$ cat config.mk
export PLATFORM = sky130hd
export DESIGN_NAME = blur_scheduler_flat
export DESIGN_NICKNAME = d
export VERILOG_FILES = /design/src/rtl/blur_scheduler_if.sv /design/src/rtl/blur_scheduler.sv /design/src/flat_wrapper.sv
export SDC_FILE = /design/constraint.sdc
export NUM_CORES = 1
export LEC_CHECK = 0
export CAP_MARGIN = 20
export CORE_MARGIN = 2
export CORE_UTILIZATION = 54
export DETAILED_ROUTE_END_ITERATION = 6
export GPL_ROUTABILITY_DRIVEN = 0
export PLACE_DENSITY = 0.83
export REMOVE_ABC_BUFFERS = 1
export SLEW_MARGIN = 20
export SYNTH_ARGS = -nofsm -noshare
export SYNTH_HDL_FRONTEND = slang
export SYNTH_SLANG_ARGS = --single-unit
$ cat constraint.sdc
create_clock -name clk -period 5.35 [get_ports clk]
set_clock_uncertainty 0.05 [all_clocks]
set_input_delay 1.3375 -clock clk [delete_from_list [all_inputs] [get_ports clk]]
set_output_delay 1.3375 -clock clk [all_outputs]
set_load 0.05 [all_outputs]
$ cat src/rtl/blur_scheduler_if.sv
// Handshake bundle between the blur scheduler, the frame buffer (fetch/write-back) and the blur controller.
interface blur_scheduler_if #(
   parameter int COORD_BITS = 32
);
   logic                  fetch_req;
   logic                  fetch_ack;
   logic                  anchor_moving;
   logic [COORD_BITS-1:0] anchor_x;
   logic [COORD_BITS-1:0] anchor_y;
   logic                  blur_final;
   logic                  write_req;
   logic [COORD_BITS-1:0] write_y;
   logic                  write_ack;

   modport master (
      output fetch_req, anchor_moving, anchor_x, anchor_y, write_req, write_y,
      input  fetch_ack, blur_final, write_ack
   );

   modport slave (
      input  fetch_req, anchor_moving, anchor_x, anchor_y, write_req, write_y,
      output fetch_ack, blur_final, write_ack
   );
endinterface

$ cat src/rtl/blur_scheduler.sv
// Blur-stage sequencer: walks the frame in vertical strips, row by row, fetch -> kick -> filter -> write-back.
// Optional blur_final watchdog enabled by defining BLUR_TIMEOUT_EN.
module blur_scheduler #(
   parameter int COORD_BITS     = 32,
   parameter int STRIP_WIDTH    = 16,
   parameter int WRITE_LAG      = 2,
   parameter int TIMEOUT_CYCLES = 1024
) (
   input  logic                  clk,
   input  logic                  n_rst,
   input  logic                  start,
   input  logic                  abort,
   input  logic [COORD_BITS-1:0] image_width,
   input  logic [COORD_BITS-1:0] image_height,
   output logic                  busy,
   output logic                  frame_done,
   output logic                  timeout_err,
   blur_scheduler_if.master      bus
);

   typedef enum logic [2:0] {
      S_IDLE,
      S_FETCH,
      S_KICK,
      S_FILTER,
      S_WRITE,
      S_ADVANCE
   } state_t;

   if (TIMEOUT_CYCLES < 1 || STRIP_WIDTH < 1 || WRITE_LAG < 0) begin : g_param_check
      $error("blur_scheduler: invalid parameter value");
   end

   state_t                state, state_nxt;
   logic [COORD_BITS-1:0] width_q, height_q;
   logic [COORD_BITS-1:0] ax_q, ay_q, wy_q;
   logic                  done_q;
   logic [COORD_BITS:0]   y_next, x_next;
   logic                  row_more, strip_more, zero_dims, write_due;
   logic                  timeout_hit;

   // One extra bit keeps the end-of-row/strip tests correct for dimensions near 2^COORD_BITS.
   assign y_next     = {1'b0, ay_q} + (COORD_BITS+1)'(1);
   assign x_next     = {1'b0, ax_q} + (COORD_BITS+1)'(STRIP_WIDTH);
   assign row_more   = y_next < {1'b0, height_q};
   assign strip_more = x_next < {1'b0, width_q};
   assign zero_dims  = (image_width == '0) || (image_height == '0);
   assign write_due  = ay_q >= COORD_BITS'(WRITE_LAG);

`ifdef BLUR_TIMEOUT_EN
   localparam int TO_W = $clog2(TIMEOUT_CYCLES + 1);

   logic [TO_W-1:0] to_cnt;
   logic            to_err_q;

   assign timeout_hit = (state == S_FILTER) && !bus.blur_final
                        && (to_cnt == TO_W'(TIMEOUT_CYCLES - 1));
   assign timeout_err = to_err_q;

   always_ff @(posedge clk or negedge n_rst) begin
      if (!n_rst) begin
         to_cnt   <= '0;
         to_err_q <= 1'b0;
      end else begin
         if (state == S_KICK)
            to_cnt <= '0;
         else if (state == S_FILTER)
            to_cnt <= to_cnt + TO_W'(1);

         if (!abort) begin
            if (state == S_IDLE && start)
               to_err_q <= 1'b0;
            else if (timeout_hit)
               to_err_q <= 1'b1;
         end
      end
   end
`else
   assign timeout_hit = 1'b0;
   assign timeout_err = 1'b0;
`endif

   always_ff @(posedge clk or negedge n_rst) begin
      if (!n_rst)
         state <= S_IDLE;
      else
         state <= state_nxt;
   end

   always_comb begin
      state_nxt = state;
      case (state)
         S_IDLE:    if (start && !zero_dims) state_nxt = S_FETCH;
         S_FETCH:   if (bus.fetch_ack) state_nxt = S_KICK;
         S_KICK:    state_nxt = S_FILTER;
         S_FILTER: begin
            if (bus.blur_final)
               state_nxt = write_due ? S_WRITE : S_ADVANCE;
            else if (timeout_hit)
               state_nxt = S_IDLE;
         end
         S_WRITE:   if (bus.write_ack) state_nxt = S_ADVANCE;
         S_ADVANCE: state_nxt = (row_more || strip_more) ? S_FETCH : S_IDLE;
         default:   state_nxt = S_IDLE;
      endcase
      if (abort)
         state_nxt = S_IDLE;
   end

   // Anchor registers freeze on abort so the aborted position stays observable.
   always_ff @(posedge clk or negedge n_rst) begin
      if (!n_rst) begin
         width_q  <= '0;
         height_q <= '0;
         ax_q     <= '0;
         ay_q     <= '0;
         wy_q     <= '0;
         done_q   <= 1'b0;
      end else begin
         done_q <= 1'b0;
         if (!abort) begin
            case (state)
               S_IDLE: begin
                  if (start) begin
                     width_q  <= image_width;
                     height_q <= image_height;
                     ax_q     <= '0;
                     ay_q     <= '0;
                     done_q   <= zero_dims;
                  end
               end
               S_FILTER: begin
                  if (bus.blur_final && write_due)
                     wy_q <= ay_q - COORD_BITS'(WRITE_LAG);
               end
               S_ADVANCE: begin
                  if (row_more) begin
                     ay_q <= y_next[COORD_BITS-1:0];
                  end else if (strip_more) begin
                     ax_q <= x_next[COORD_BITS-1:0];
                     ay_q <= '0;
                  end else begin
                     done_q <= 1'b1;
                  end
               end
               default: ;
            endcase
         end
      end
   end

   assign bus.fetch_req     = (state == S_FETCH);
   assign bus.anchor_moving = (state == S_KICK);
   assign bus.write_req     = (state == S_WRITE);
   assign bus.anchor_x      = ax_q;
   assign bus.anchor_y      = ay_q;
   assign bus.write_y       = wy_q;
   assign busy              = (state != S_IDLE);
   assign frame_done        = done_q;

endmodule

$ cat src/flat_wrapper.sv
// flat-port wrapper written by rule: the top's interface ports become plain ports
module blur_scheduler_flat 
#(
   parameter int COORD_BITS     = 32,
   parameter int STRIP_WIDTH    = 16,
   parameter int WRITE_LAG      = 2,
   parameter int TIMEOUT_CYCLES = 1024
)
  (clk, n_rst, start, abort, image_width, image_height, busy, frame_done, timeout_err, bus_fetch_req, bus_anchor_moving, bus_anchor_x, bus_anchor_y, bus_write_req, bus_write_y, bus_fetch_ack, bus_blur_final, bus_write_ack);
  blur_scheduler_if #(.COORD_BITS(COORD_BITS)) bus_i ();
  input  logic clk;
  input  logic n_rst;
  input  logic start;
  input  logic abort;
  input  logic [COORD_BITS-1:0] image_width;
  input  logic [COORD_BITS-1:0] image_height;
  output logic busy;
  output logic frame_done;
  output logic timeout_err;
  output wire logic [$bits(bus_i.fetch_req)-1:0] bus_fetch_req;
  output wire logic [$bits(bus_i.anchor_moving)-1:0] bus_anchor_moving;
  output wire logic [$bits(bus_i.anchor_x)-1:0] bus_anchor_x;
  output wire logic [$bits(bus_i.anchor_y)-1:0] bus_anchor_y;
  output wire logic [$bits(bus_i.write_req)-1:0] bus_write_req;
  output wire logic [$bits(bus_i.write_y)-1:0] bus_write_y;
  input wire logic [$bits(bus_i.fetch_ack)-1:0] bus_fetch_ack;
  input wire logic [$bits(bus_i.blur_final)-1:0] bus_blur_final;
  input wire logic [$bits(bus_i.write_ack)-1:0] bus_write_ack;
  assign bus_fetch_req = bus_i.fetch_req;
  assign bus_anchor_moving = bus_i.anchor_moving;
  assign bus_anchor_x = bus_i.anchor_x;
  assign bus_anchor_y = bus_i.anchor_y;
  assign bus_write_req = bus_i.write_req;
  assign bus_write_y = bus_i.write_y;
  assign bus_i.fetch_ack = bus_fetch_ack;
  assign bus_i.blur_final = bus_blur_final;
  assign bus_i.write_ack = bus_write_ack;
  blur_scheduler #(.COORD_BITS(COORD_BITS), .STRIP_WIDTH(STRIP_WIDTH), .WRITE_LAG(WRITE_LAG), .TIMEOUT_CYCLES(TIMEOUT_CYCLES)) u_core (.clk(clk), .n_rst(n_rst), .start(start), .abort(abort), .image_width(image_width), .image_height(image_height), .busy(busy), .frame_done(frame_done), .timeout_err(timeout_err), .bus(bus_i));
endmodule
==> results of run 1 <==
-- cell families (layout without fill, tap and decap cells) --
| group | after synthesis | after routing | synth area share |
|---|---|---|---|
| flip-flops | 160 | 160 | 0.3981 |
| XOR/XNOR | 82 | 82 | 0.07140 |
| multiplexers | 5 | 5 | 0.005597 |
| AO/OA/AOI/OAI | 233 | 233 | 0.1610 |
| buffers and inverters | 168 | 305 | 0.07389 |
| AND/OR/NAND/NOR | 426 | 426 | 0.2101 |
| adder cells (fa/ha/maj) | 64 | 64 | 0.07961 |
| other | 1 | 5 | 0.0003728 |
-- worst max-delay path, cell delays in order (launching register included) --
cell,delay [ns]
dfrtp_1,0.59
nand3_1,0.13
or4_1,0.66
or4_1,0.66
or2_2,0.38
xnor2_1,0.14
ha_1,0.30
nand3_1,0.12
nor4_1,0.37
o21ai_0,0.20
nand2_1,0.31
buf_4,0.27
nor3_1,0.09
a221o_1,0.30
-- power groups by stage --
| stage | combinational (mW) | sequential, mW | clock, mW |
|---|---|---|---|
| after floorplan | 0.309 | 1.49 | 0 |
| after global placement | 0.588 | 1.41 | 0 |
| after detailed placement | 0.606 | 1.42 | 0 |
| after CTS | 0.614 | 1.40 | 1.21 |
| after global routing | 0.680 | 1.41 | 1.27 |
| final | 0.611 | 1.40 | 1.20 |
-- Yosys cell counts, types with 3 or more instances --
master and n:
nand3_1 37, a211oi_1 7, nand2_2 12, mux2_2 5
nand4_1 40, buf_2 9, ha_1 64, nand2b_1 3
nor3_1 38, or4_1 5, nor2_1 51, nand2_1 158
o21a_1 4, o21ai_0 82, a32oi_1 9, nor3b_1 3
and4_1 4, o211ai_1 18, o311ai_0 10, o21ai_2 32
buf_12 3, buf_6 4, dfrtp_1 160, buf_4 6
inv_1 90, and3_1 8, a211o_1 3, nor4_1 30
clkbuf_1 51, xor2_1 17, and3b_1 3, buf_1 5
xnor2_1 65, and2_1 6, or3_1 6, or2_2 9
a22o_1 19, a221o_1 10, a31oi_1 4, a21oi_1 23
-- per-layer routing --
| layer | global-route usage | vias up | share of wire |
|---|---|---|---|
| li1 | - | 4266 | - |
| met1 | 0.3489 | 4193 | 0.41 |
| met3 | 0.04342 | 52 | 0.075 |
| met2 | 0.4665 | 389 | 0.49 |
| met5 | 0 | - | 0 |
| met4 | 0.08526 | 0 | 0.020 |
-- path summary, 6_finish.rpt --
check	startpoint	end	slack [ns]	cells after the start
hold / removal	u_core.bus.write_y[21]$_DFFE_PN0P_	u_core.bus.write_y[21]$_DFFE_PN0P_	0.43	2
min in group asynchronous	n_rst	u_core.bus.write_y[2]$_DFFE_PN0P_	0.95	1
setup reg to reg	u_core.bus.anchor_y[10]$_DFFE_PN0P_	u_core.bus.anchor_y[22]$_DFFE_PN0P_	0.65	13
setup / recovery	u_core.bus.anchor_y[10]$_DFFE_PN0P_	u_core.bus.anchor_y[22]$_DFFE_PN0P_	0.65	13
max in group asynchronous	n_rst	u_core.height_q[26]$_DFFE_PN0P_	3.24	2
hold reg to reg	u_core.bus.write_y[21]$_DFFE_PN0P_	u_core.bus.write_y[21]$_DFFE_PN0P_	0.43	2
-- state kept, by name, indices dropped and copies added, names as in the netlist --
signal	flops
u_core.height_q	32
u_core.bus.anchor_y	32
u_core.frame_done	1
u_core.state	3
u_core.width_q	32
u_core.bus.write_y	32
u_core.bus.anchor_x	28
-- area by class of cell --
class,count,area (um^2),area share
tap,229,286.5,0.02320
sequential,160,4004,0.3242
clock inverter,9,108.9,0.008815
multi-input combinational,815,5339,0.4323
clock buffer,23,467.9,0.03789
inverter,90,337.8,0.02736
timing repair buffer,183,1805,0.1462
==> impl_metrics.toml, run 1 <==
[status]
status = "complete, no violations"

[setup_path]
crit_arrival_ns = 4.96
end_kind = "flip-flop"
criticalPathCategory = "reg2reg"
startpoint_type = "flip-flop"
worstPathRequired_ns = 5.61
cp_max_fo = 12

[drt]
ant_nets = 0
wl_um = 26430
vias = 8900
dr.pass1.iters = 6
drc_errors = 0
drt_iter0_markers = 991
wl_per_cell_um = 17.51
via_per_inst = 5.898

[sta]
worst_slew_margin_rel = 0.2012
finalCritPeriodShare = 0.8777
fmax_mhz = 213.0
finalWorstSetupSlack_ns = 0.6545
report.final.slew_viol_count = 0
rsz0062_at_grt = "no"
setup_viol = 0
fin_tns_setup_ns = 0
hold_viol = 0
hold_ws_ns = 0.4264
tightest_slew_ns = 1.194
min_period_ns = 4.695

[logic_synthesis]
yosysTopAreaCellShare = 0.3981
postSynth.asyncResetShare = 1.000
synth_warnings = 0
synth_ff_type = "dfrtp_1"
synth.largest_area_cell = "dfrtp_1"
ys_seq_area_frac = 0.3981
netlist_area_um2 = 10060
synth_cell_types = 61
ys_ff_latch = 160
syn_inst = 1139
synth.avg_cell_area_um2 = 8.831
synth_edf_count = 0
synth_area_leaders = "dfrtp_1, ha_1, nand2_1, xnor2_1, o21ai_0"

[grt]
grt_max_degree = 102
grt_pass1_wl_um = 42740
grt_pass1_vias = 8423
antenna_found_initial = 0
grt-ovfl-total = 0
gr-usage-all-layers = 0.2698

[finish]
layout_commonest_cell = "clkdlybuf4s50_1"
final_cell_mix = "clkdlybuf4s50_1, dfrtp_1, nand2_1"
drive_gt1_frac = 0.08672
utilization = 0.6805
postLayoutCellArea_um2 = 12350
num_antenna_cells = 0
instances_no_fill = 1509
n_fill_cell = 1442
syn_to_final_growth_pct = 22.78
final_nets = 1402

[placement]
preCtsSetupSlack_ns = 0.7906
dpl.hpwl_um = 19030
place_area_um2 = 11770
dp.cells = 1477
io_buffers = 167

[clock_network]
cts_hold_buf = 0
numCtsBuffers = 17
clk_pin_slew_worst_paths_ns = 0.06
cts_max_path_buffers = 2
root_buffer = "clkbuf_16"
cts_resized = 0
cts_tree = "yes"
clkSinkCount = 160
cts_setup_buffers = 0
insertion_delay_ns = 0.44
htree_levels = 4

[floorplan]
die-area_um2 = 19730
pin_count = 173
die_y_um = 140.5
row_count = 49
core_area_um2 = 18150
initial_utilization = 0.5543
die_w_um = 140.5

[pwr]
finalPower_mw = 3.213
p_int_mw = 2.288
vdd_drop_max_uv = 240.1
net-switching-power_uw = 925.1
power_frac_comb = 0.190
swShare = 0.2879
pwr-share-seq = 0.435
leakage_nw = 5.406
pwr-share-clk = 0.374
power_density_nw_per_um2 = 260.2

[flow_run]
cap_violations = 0

[worst_hold_path]
hold_path.class = "reg2reg"
No activity file was read; power rests on OpenSTA's default activity.
==> run 2: changes to the inputs <==
- CORE_UTILIZATION: 54 -> 55
- CTS_BUF_LIST: default -> sky130_fd_sc_hd__clkbuf_8
- PLACE_DENSITY: 0.83 -> 0.84
==> run 2 against run 1 <==
Against the previous run:
- routed wire length up 1.1%
- setup slack worse by 0.15 ns
- register-to-register slack worse by 0.15 ns
- utilization down 0.26 points
- die area down 1.8%
- via count up 2.0%
- sequential cell count unchanged
- critical endpoint is now u_core.bus.anchor_x[24]$_DFFE_PN0P_
- clock power down 27%
==> impl_metrics.toml, run 2 (synthesis results as in run 1) <==
[floorplan]
initial_utilization = 0.5599
row_count = 49
core_area_um2 = 17960
pin_count = 173
die_w_um = 139.2
die_y_um = 139.2
die-area_um2 = 19390

[finish]
num_antenna_cells = 0
final_nets = 1404
layout_commonest_cell = "clkdlybuf4s50_1"
drive_gt1_frac = 0.08892
syn_to_final_growth_pct = 21.07
final_cell_mix = "clkdlybuf4s50_1, dfrtp_1, nand2_1"
n_fill_cell = 1416
postLayoutCellArea_um2 = 12180

[placement]
io_buffers = 167
dpl.hpwl_um = 19790
place_area_um2 = 11800

[clock_network]
cts_max_path_buffers = 2
root_buffer = "clkbuf_8"
clk_pin_slew_worst_paths_ns = 0.09
numCtsBuffers = 17
insertion_delay_ns = 0.47
cts_resized = 0
clkSinkCount = 160
cts_hold_buf = 0
cts_setup_buffers = 0
htree_levels = 4
cts_tree = "yes"

[drt]
drc_errors = 0
vias = 9081
wl_per_cell_um = 17.69
wl_um = 26730
ant_nets = 0
via_per_inst = 6.010
drt_iter0_markers = 950
dr.pass1.iters = 6

[setup_path]
ff2ff_path_depth = 16
crit_arrival_ns = 5.13
worst_r2r_endpoint = "u_core.bus.anchor_x[24]$_DFFE_PN0P_"
cp_max_fo = 18
r2r-start = "u_core.bus.anchor_y[1]$_DFFE_PN0P_"
end_kind = "flip-flop"
criticalPathCategory = "reg2reg"
reg2reg_slack_ns = 0.51
startpoint_type = "flip-flop"
worstPathRequired_ns = 5.64
crit_path_start = "u_core.bus.anchor_y[1]$_DFFE_PN0P_"

[grt]
grt_pass1_wl_um = 43730
grt-ovfl-total = 0
gr-usage-all-layers = 0.2757
grt_max_degree = 96
antenna_found_initial = 0
grt_pass1_vias = 8854

[status]
status = "complete, no violations"

[sta]
min_period_ns = 4.842
hold_viol = 0
worst_slew_margin_rel = 0.2656
setup_viol = 0
report.final.slew_viol_count = 0
rsz0062_at_grt = "no"
finalCritPeriodShare = 0.9051
tightest_slew_ns = 1.102
fmax_mhz = 206.5

[pwr]
power_density_nw_per_um2 = 237.1
leakage_nw = 5.342
finalPower_mw = 2.887
vdd_drop_max_uv = 169.4

[worst_hold_path]
hold_end = "u_core.bus.write_y[20]$_DFFE_PN0P_"
hp-start = "u_core.bus.write_y[20]$_DFFE_PN0P_"
worst_hold_path.num_cells = 2
hold_path.class = "reg2reg"

[flow_run]
cap_violations = 0
run 2: how the worst max path moves through the flow:
stage,endpoint
final,u_core.bus.anchor_x[24]$_DFFE_PN0P_
after CTS,u_core.bus.anchor_x[24]$_DFFE_PN0P_
after floorplan,u_core.bus.anchor_y[10]$_DFFE_PN0P_
after global routing,u_core.bus.anchor_x[22]$_DFFE_PN0P_
after global placement,u_core.bus.anchor_y[2]$_DFFE_PN0P_
after detailed placement,u_core.bus.anchor_x[24]$_DFFE_PN0P_
run 2: cell type report:
cell class              count  area (um^2)  area share
clock buffers              18        247.7     0.02034
clock inverters            14        127.6     0.01048
inverters                  90        337.8     0.02774
multi-input cells         815         5341      0.4386
flip-flops and latches    160         4004      0.3288
well taps                 229        286.5     0.02353
repair buffers            185         1833      0.1505
run 2: power breakdown:
group	switching, mW	total, mW	internal [mW]
registers	0.0492	1.40	1.35
clock network	0.454	0.870	0.416
logic	0.391	0.621	0.229
run 2: per-layer routing:
| layer | global-route usage | up-vias | part of all wire | wire (um) |
|---|---|---|---|---|
| li1 | - | 4257 | - | - |
| met1 | 0.3532 | 4330 | 0.41 | 10900 |
| met2 | 0.4685 | 435 | 0.50 | 13280 |
| met3 | 0.04990 | 59 | 0.070 | 1869 |
| met4 | 0.1026 | 0 | 0.026 | 683 |
| met5 | 0 | - | 0 | 0 |
run 2: worst max-delay path, stage by stage (launching register included):
cell      delay [ns]
dfrtp_1         0.51
ha_1            0.28
and3_1          0.24
nand3_1         0.30
or2_2           0.44
nor2_1          0.16
and4_1          0.22
xor2_1          0.22
ha_1            0.29
a21oi_1         0.15
o21ai_0         0.09
a221o_1         0.34
a211oi_1        0.34
nand2_1         0.40
buf_4           0.36
a32oi_1         0.19
o21ai_0         0.13
run 2: metrics by stage:
| step | std cells | worst slack [ns] | hold slack [ns] | utilization | setup TNS, ns |
|---|---|---|---|---|---|
| 5_1_grt | 1511 | 0.3052 | 0.4645 | 0.6779 | 0 |
| 4_1_cts | 1511 | 0.6792 | 0.4366 | 0.6778 | 0 |
| 2_1_floorplan | 1065 | -0.2259 | 0.4223 | - | -4.666 |
| 3_5_place_dp | 1479 | 0.7235 | 0.4179 | 0.6569 | 0 |
| 6_report | 1511 | 0.5080 | 0.4321 | 0.6779 | 0 |
| 3_3_place_gp | 1479 | 0.9687 | 0.4116 | 0.6569 | 0 |
==> run 3: changes to the inputs <==
- RECOVER_POWER: default -> 25
==> run 3 against run 2 <==
Against the previous run:
- sequential cell count is the same
- register-to-register slack is essentially flat
- combinational power is essentially flat
- cell count is the same
- count of clock-buffer cells in the layout is the same
- hold slack is essentially flat
- global-route usage is the same
- critical endpoint unchanged
- the run now ends with capacitance limit, slew limit left
- setup slack gained 0.0070 ns
- first-iteration DRC count shrank 0.21%
- largest power group unchanged
- critical path depth is the same
==> impl_metrics.toml, run 3 (synthesis results as in run 1) <==
[floorplan]
row_count = 49
initial_utilization = 0.5599
die_w_um = 139.2
die_y_um = 139.2
pin_count = 173
die-area_um2 = 19390
core_area_um2 = 17960

[setup_path]
worstPathRequired_ns = 5.64
critical_path_buf_inv_count = 1
criticalPathCategory = "reg2reg"
cp_max_fo = 18
cp_top_family = "simple AND/OR/NAND/NOR gates"
crit_arrival_ns = 5.13
slowest_delay_ns = 0.51
crit_chain = "ha_1, and3_1, nand3_1, or2_2, nor2_1, and4_1, xor2_1, ha_1, a21oi_1, o21ai_0, a221o_1, a211oi_1, nand2_1, buf_4, a32oi_1, o21ai_0"
end_kind = "flip-flop"
critical_path.slowest_cell = "dfrtp_1"
startpoint_type = "flip-flop"

[grt]
antenna_found_initial = 1
grt-ovfl-total = 0
grt_max_degree = 96
grt_pass1_wl_um = 43730
grt_pass1_vias = 8854
gr-usage-all-layers = 0.2757

[clock_network]
htree_levels = 4
clkSinkCount = 160
insertion_delay_ns = 0.47
clk_pin_slew_worst_paths_ns = 0.08
numCtsBuffers = 17
root_buffer = "clkbuf_8"
cts_tree = "yes"
cts_max_path_buffers = 2
cts_hold_buf = 0
cts_setup_buffers = 0
cts_resized = 0

[finish]
instances_no_fill = 1511
layout_commonest_cell = "clkdlybuf4s50_1"
num_antenna_cells = 0
utilization = 0.6772
syn_to_final_growth_pct = 20.94
drive_gt1_frac = 0.08736
final_cell_mix = "clkdlybuf4s50_1, dfrtp_1, nand2_1"
final_nets = 1404
postLayoutCellArea_um2 = 12160

[sta]
hold_ws_ns = 0.4321
setup_viol = 0
fmax_mhz = 206.8
hold_viol = 0
min_period_ns = 4.835
worst_slew_margin_rel = -0.5943
tightest_slew_ns = 2.391
rsz0062_at_grt = "no"
report.final.slew_viol_count = 165
finalCritPeriodShare = 0.9037

[placement]
place_area_um2 = 11800
io_buffers = 167
dpl.hpwl_um = 19790
dp.cells = 1479

[pwr]
vdd_drop_max_uv = 171.0
leakage_nw = 5.333
net-switching-power_uw = 891.1
pwr-share-clk = 0.301
pwr-share-seq = 0.484
finalPower_mw = 2.882
p_int_mw = 1.991
power_frac_comb = 0.215
swShare = 0.3092
power_density_nw_per_um2 = 236.9

[drt]
wl_um = 26710
dr.pass1.iters = 6
ant_nets = 0
via_per_inst = 6.012
drc_errors = 0
wl_per_cell_um = 17.68
drt_iter0_markers = 948
vias = 9084

[status]
violations = "capacitance limit, slew limit"
status = "finished, violations left"

[worst_hold_path]
hold_path.class = "reg2reg"

[flow_run]
cap_violations = 3
run 3: changes by cell type in the layout (fill, tap and decap cells not counted):
| cell | delta |
|---|---|
| clkdlybuf4s50_1 | -2 |
| clkbuf_1 | +2 |
| clkbuf_2 | +1 |
| dlygate4sd3_1 | +2 |
| buf_6 | -1 |
| buf_4 | -2 |
run 3: layout make-up:
| type | count | area (um^2) |
|---|---|---|
| tap | 229 | 286.5 |
| fill | 1419 | 5799 |
| timing repair buffer | 185 | 1819 |
| clock buffer | 18 | 247.7 |
| multi-input combinational | 815 | 5341 |
| sequential | 160 | 4004 |
| clock inverter | 14 | 127.6 |
| inverter | 90 | 337.8 |
run 3: power groups by stage:
| stage | clock network (mW) | registers [mW] | logic [mW] |
|---|---|---|---|
| 6_report | 0.867 | 1.40 | 0.619 |
| 5_1_grt | 0.923 | 1.41 | 0.686 |
| 4_1_cts | 0.880 | 1.40 | 0.623 |
| 3_5_place_dp | 0 | 1.42 | 0.620 |
| 3_3_place_gp | 0 | 1.41 | 0.594 |
| 2_1_floorplan | 0 | 1.49 | 0.309 |
run 3: per-stage QoR:
step                setup TNS, ns  setup WS [ns]
floorplan                  -4.666        -0.2259
global placement                0         0.9687
detailed placement              0         0.7235
CTS                             0         0.6792
global route                    0         0.3052
finish                          0         0.5150
run 3: routing by layer:
| metal | vias to the layer above | part of all wire | GRT usage |
|---|---|---|---|
| met4 | 2 | 0.026 | 0.1026 |
| met3 | 63 | 0.074 | 0.04990 |
| met1 | 4311 | 0.40 | 0.3532 |
| li1 | 4265 | - | - |
| met2 | 443 | 0.50 | 0.4685 |
| met5 | - | 0.00049 | 0 |
run 3: tightest hold or removal path: stages (launching register included):
cell and delay (ns):
dfrtp_1 0.35, nand2_1 0.06, o21ai_2 0.05
run 3: final timing paths:
kind                       depth (start not counted)                                  end                               start  slack, ns
max                                               16  u_core.bus.anchor_x[24]$_DFFE_PN0P_  u_core.bus.anchor_y[1]$_DFFE_PN0P_       0.51
min                                                2   u_core.bus.write_y[20]$_DFFE_PN0P_  u_core.bus.write_y[20]$_DFFE_PN0P_       0.43
max reg2reg                                       16  u_core.bus.anchor_x[24]$_DFFE_PN0P_  u_core.bus.anchor_y[1]$_DFFE_PN0P_       0.51
min reg2reg                                        2   u_core.bus.write_y[20]$_DFFE_PN0P_  u_core.bus.write_y[20]$_DFFE_PN0P_       0.43
max in group asynchronous                          2  u_core.bus.anchor_y[25]$_DFFE_PN0P_                               n_rst       1.03
min in group asynchronous                          1    u_core.bus.write_y[3]$_DFFE_PN0P_                               n_rst       1.54
